`src/rtl/stoch_signed_pool_decoder_pkg.sv`:
```
// Shared types and width helper for the dual-rail bitstream decoder.
package stoch_decode_pkg;

  typedef enum logic [1:0] {IDLE, ACCUM, DONE} dec_state_t;

  // Signed count width able to hold +/-window without overflow.
  function automatic int cnt_width(input int window);
    return $clog2(window + 1) + 1;
  endfunction

endpackage

```
`src/rtl/stoch_signed_pool_decoder_counter.sv`:
```
// Per-lane signed up/down counter: +1 on p-only, -1 on m-only, hold otherwise.
module stoch_signed_counter #(
  parameter int CNT_W = 10
) (
  input  logic                    CLK,
  input  logic                    RST,
  input  logic                    clr,
  input  logic                    en,
  input  logic                    p,
  input  logic                    m,
  output logic signed [CNT_W-1:0] acc
);

  always_ff @(posedge CLK or posedge RST) begin
    if (RST)
      acc <= '0;
    else if (clr)
      acc <= '0;
    else if (en) begin
      if (p && !m)
        acc <= acc + CNT_W'(1);
      else if (m && !p)
        acc <= acc - CNT_W'(1);
    end
  end

endmodule

```
`src/rtl/stoch_signed_pool_decoder.sv`:
```
// Decodes dual-rail stochastic bitstreams into signed counts over a WINDOW-cycle window,
// launched by start and presented under a valid/ready handshake.
module stoch_signed_pool_decoder
  import stoch_decode_pkg::*;
#(
  parameter  int NUM_LANES = 27,
  parameter  int WINDOW    = 256,
  localparam int CNT_W     = cnt_width(WINDOW)
) (
  input  logic                            CLK,
  input  logic                            RST,
  input  logic [NUM_LANES-1:0]            x_p,
  input  logic [NUM_LANES-1:0]            x_m,
  input  logic                            start,
  output logic                            busy,
  output logic                            out_valid,
  input  logic                            out_ready,
  output logic [NUM_LANES-1:0][CNT_W-1:0] y
);

  localparam int WC_W = $clog2(WINDOW);

  dec_state_t                       state;
  logic [WC_W-1:0]                  cnt;
  logic                             hs, launch, en, last;
  logic [NUM_LANES-1:0][CNT_W-1:0]  acc, fin;

  assign hs     = out_valid & out_ready;
  // Accumulators clear on both launch paths, including the zero-bubble restart from DONE.
  assign launch = ((state == IDLE) && start) || ((state == DONE) && hs && start);
  assign en     = (state == ACCUM);
  assign last   = en && (cnt == WC_W'(WINDOW - 1));

  for (genvar g = 0; g < NUM_LANES; g++) begin : g_lane
    stoch_signed_counter #(.CNT_W(CNT_W)) u_cnt (
      .CLK (CLK),
      .RST (RST),
      .clr (launch),
      .en  (en),
      .p   (x_p[g]),
      .m   (x_m[g]),
      .acc (acc[g])
    );
    // Final value must include the sample taken on the closing edge.
    assign fin[g] = acc[g] + ((x_p[g] & ~x_m[g]) ? CNT_W'(1) :
                              (x_m[g] & ~x_p[g]) ? {CNT_W{1'b1}} : '0);
  end

  always_ff @(posedge CLK or posedge RST) begin
    if (RST) begin
      state     <= IDLE;
      busy      <= 1'b0;
      out_valid <= 1'b0;
      y         <= '0;
      cnt       <= '0;
    end else begin
      case (state)
        IDLE: if (start) begin
          state <= ACCUM;
          busy  <= 1'b1;
          cnt   <= '0;
        end
        ACCUM: begin
          cnt <= cnt + WC_W'(1);
          if (last) begin
            y         <= fin;
            out_valid <= 1'b1;
            busy      <= 1'b0;
            state     <= DONE;
          end
        end
        DONE: if (hs) begin
          out_valid <= 1'b0;
          if (start) begin
            state <= ACCUM;
            busy  <= 1'b1;
            cnt   <= '0;
          end else begin
            state <= IDLE;
          end
        end
        default: state <= IDLE;
      endcase
    end
  end

endmodule

```
`config.mk`:
```
export PLATFORM = sky130hd
export DESIGN_NAME = stoch_signed_pool_decoder
export DESIGN_NICKNAME = d
export VERILOG_FILES = /design/src/rtl/stoch_signed_pool_decoder_pkg.sv /design/src/rtl/stoch_signed_pool_decoder_counter.sv /design/src/rtl/stoch_signed_pool_decoder.sv
export SDC_FILE = /design/constraint.sdc
export NUM_CORES = 2
export LEC_CHECK = 0
export CAP_MARGIN = 20
export CORE_ASPECT_RATIO = 0.6
export CORE_MARGIN = 2
export CORE_UTILIZATION = 55
export DETAILED_ROUTE_END_ITERATION = 7
export GPL_ROUTABILITY_DRIVEN = 0
export HOLD_SLACK_MARGIN = 0.15
export PLACE_DENSITY = 0.76
export SKIP_CTS_REPAIR_TIMING = 1
export SYNTH_ARGS = -nofsm -noshare
export SYNTH_HDL_FRONTEND = slang
export SYNTH_SLANG_ARGS = --single-unit
```
`constraint.sdc`:
```
create_clock -name CLK -period 34.6 [get_ports CLK]
set_clock_uncertainty 0.15 [all_clocks]
set_input_delay 5.19 -clock CLK [delete_from_list [all_inputs] [get_ports CLK]]
set_output_delay 5.19 -clock CLK [all_outputs]
set_load 0.03 [all_outputs]
```
==> key figures <==
Floorplanning
  – Row count: 80
  – Chip width: 368 um
  – Die height: 223 um
  – Die Area: 81900 um2
  – I/O Pins: 330
  – Core footprint: 79200 um2
  – Initial Util: 55.3%

Critical path
  – Crit-path cells: clkdlybuf4s50_1 -> inv_1 -> ha_1 -> inv_1 -> ha_1 -> a211oi_1 -> nor2_1 -> o41ai_1 -> mux2i_1 -> nand4_1 -> mux2_2 -> a21o_1
  – Startpoint class of the critical path: input pin
  – Maximum fanout along the worst path: 14
  – Crit end category: flop
  – Slowest stage delay, CP: 0.54 ns
  – Critical path class: in2reg
  – FF-to-FF path depth: 5
  – Crit-path slowest cell: o41ai_1
  – Worst path required time: 34.97 ns
  – Crit path DAT: 8.39 ns

Route
  – Routed vias: 37.4k
  – Routed vias/inst: 5.85
  – DRC errors left: 0
  – Drt total wl: 108 mm
  – Wire length per cell after detailed routing: 17.0 um
  – Iteration-0 DRC Markers: 3072
  – Drt pass-1 iters: 7
  – Post-DRT Antenna Nets: 0

STA
  – Worst Hold Margin: 0.327 ns
  – Slew Limit Fails: 0
  – Max-slew headroom: 33.5%
  – Final hold vios: 0
  – Unrepaired setup endpoints after global routing: false
  – Min cycle time layout: 8.02 ns
  – Peak Freq: 0.125 GHz
  – Final setup fails: 0
  – Final period util: 23.2%
  – Total Neg Setup Slack: 0 ns
  – Least-Margin Pin Slew: 0.997 ns
  – Worst setup margin: 26.58 ns

Clocking
  – Worst-path clk slew: 0.06 ns
  – CTS buffer count: 56
  – Root Driver: clkbuf_16
  – CTS tree: done
  – H-tree Lvls: 2
  – Clock latency on the worst-skew pair: 0.63 ns
  – Clock sinks: 552
  – Clock Tree Buf Depth: 3

Yosys
  – Top cell type's share of synthesized area: 31.6%
  – Yosys cell types: 86
  – Syn nets: 5643
  – Sequential share of the synthesized area: 31.6%
  – Post-synth EDFFs: 0
  – Cells after synthesis: 5206
  – Mapped Area: 43800 um2
  – Cell with the most instances after synthesis: dfrtp_1
  – Yosys top cell by area: dfrtp_1
  – Syn avg cell area: 8.41 um2
  – Synth Register Bits: 552
  – Post-synth ARST share: 100%
  – Top FF cell, synth: dfrtp_1
  – Yosys Warn Count: 0
  – Top area cells in the synthesized netlist: dfrtp_1 (32%), ha_1 (10%), o21ai_0 (6.0%)
  – Synth top cells by count: dfrtp_1 (552), o21ai_0 (529), nand2_1 (443)

Global route
  – Initial antenna violation count: 4
  – Congestion Overflow GR: 0
  – Vias in the first global route: 34.6k
  – Largest net degree at the start of global routing: 214
  – GRT Total Usage: 25.9%
  – First-pass GRT wire length: 179 mm

Placed design
  – I/O Buffers: 329
  – Pre-CTS setup slack: 26.00 ns
  – Detailed placement HPWL: 75.8 mm
  – Placed instance count: 6273
  – Post-DP Area: 47300 um2

Final layout
  – Final #Nets: 5709
  – Finished Core Util: 62.4%
  – Design area: 49400 um2
  – Share of cells above drive strength 1: 3.18%
  – Fillcell total: 6748
  – Final std cells w/o fill: 6386
  – Synth-to-layout area growth: 12.9%

Status
  – Status: complete, no violations

Run
  – Max-cap violations: 0

Power
  – Leak: 22.0 nW
  – Pwr dens: 75.7 nW/um2
  – Total chip power: 3.74 mW
  – Peak supply drop: 0.0453 mV

Min path
  – Worst hold path class: reg2reg
  – Hold path depth: 2
[kinds of logic (layout without fill, tap and decap cells)]
kind of cell | count (synthesis) | count (layout) | synth area share (%)
AOI/OAI and AO/OA | 1482 | 1482 | 20.6
xor gates and xnor gates | 577 | 577 | 11.5
adders and majority gates | 379 | 379 | 11.3
buffers and inverters | 606 | 718 | 5.43
DFF | 552 | 552 | 31.6
muxes | 96 | 96 | 2.38
other | 0 | 2 | 0
and+or+nand+nor | 1514 | 1514 | 17.2
[registers in the layout, summed over array words and instances (netlist names)]
signal / flops
state: 2
out_valid: 1
y: 270
cnt: 8
busy: 1
g_lane.u_cnt.acc: 270
[critical path: cells and delay by family]
| kind | cells | cell delay [ns] |
|---|---|---|
| simple gates | 2 | 0.23 |
| mux | 2 | 0.53 |
| compound gates | 3 | 0.98 |
| fa+ha+maj | 2 | 0.55 |
| buf+inv | 3 | 0.92 |
[cells in the final DEF, fill, tap and decap left out, types with 22 or more instances in the layout]
master	Yosys	routed
a21oi_1	259	258
mux2_1	58	58
nor3_1	84	84
a31oi_1	34	34
o21ai_1	165	172
xor2_1	290	290
nand2b_1	102	102
nand2_1	443	443
o211ai_1	22	22
o31ai_1	28	28
nor2b_1	79	78
fa_1	27	27
o21ai_0	529	522
o22ai_1	29	29
ha_1	352	352
inv_1	246	245
or3_1	53	53
nor4_1	38	38
a21o_1	75	74
and2_1	23	23
and3_1	50	50
a221oi_1	24	24
nor2_1	231	231
o21a_1	22	22
buf_4	0	33
clkbuf_16	0	58
dfrtp_1	552	552
nand3b_1	22	22
mux2i_1	32	32
a211oi_1	76	76
clkdlybuf4s50_1	0	329
xnor2_1	287	287
nand3_1	291	290
[report_power, final]
group	total [mW]	switching [mW]	leakage, nW	internal [mW]
sequential	1.18	0.377	6.06	0.801
combinational	1.86	0.989	14.9	0.876
clock	0.697	0.279	1.01	0.418
total	3.74	1.64	22.0	2.09
[routing by layer]
| layer | part of all wire, % | global-route usage, % | vias up |
|---|---|---|---|
| met5 | 0 | 0 | - |
| met4 | 1.9 | 5.65 | 0 |
| met3 | 5.3 | 3.89 | 124 |
| met2 | 43 | 38.1 | 937 |
| met1 | 50 | 39.8 | 17700 |
| li1 | - | - | 18600 |
[path summary, 6_finish.rpt]
path	from	end	slack (ns)
max reg2reg	state[1]	y[140]	31.23
min reg2reg	y[33]	y[33]	0.33
max in group asynchronous	RST	y[146]	27.06
min in group asynchronous	RST	y[25]	4.98
max	x_m[22]	g_lane[22].u_cnt.acc[9]	26.58
min	y[33]	y[33]	0.33
[layout make-up]
type                    instances  area (um2)  share of cell area, %
diodes                          2        5.00                 0.0101
multi-input cells            4048       27600                   55.9
flip-flops and latches        552       13800                   28.0
clock inverters                26         462                  0.934
repair buffers                366        3620                   7.33
clock buffers                  78        1630                   3.29
inverters                     248         938                   1.90
well taps                    1066        1330                   2.70
Note: power is estimated with default switching activity, not from simulation.
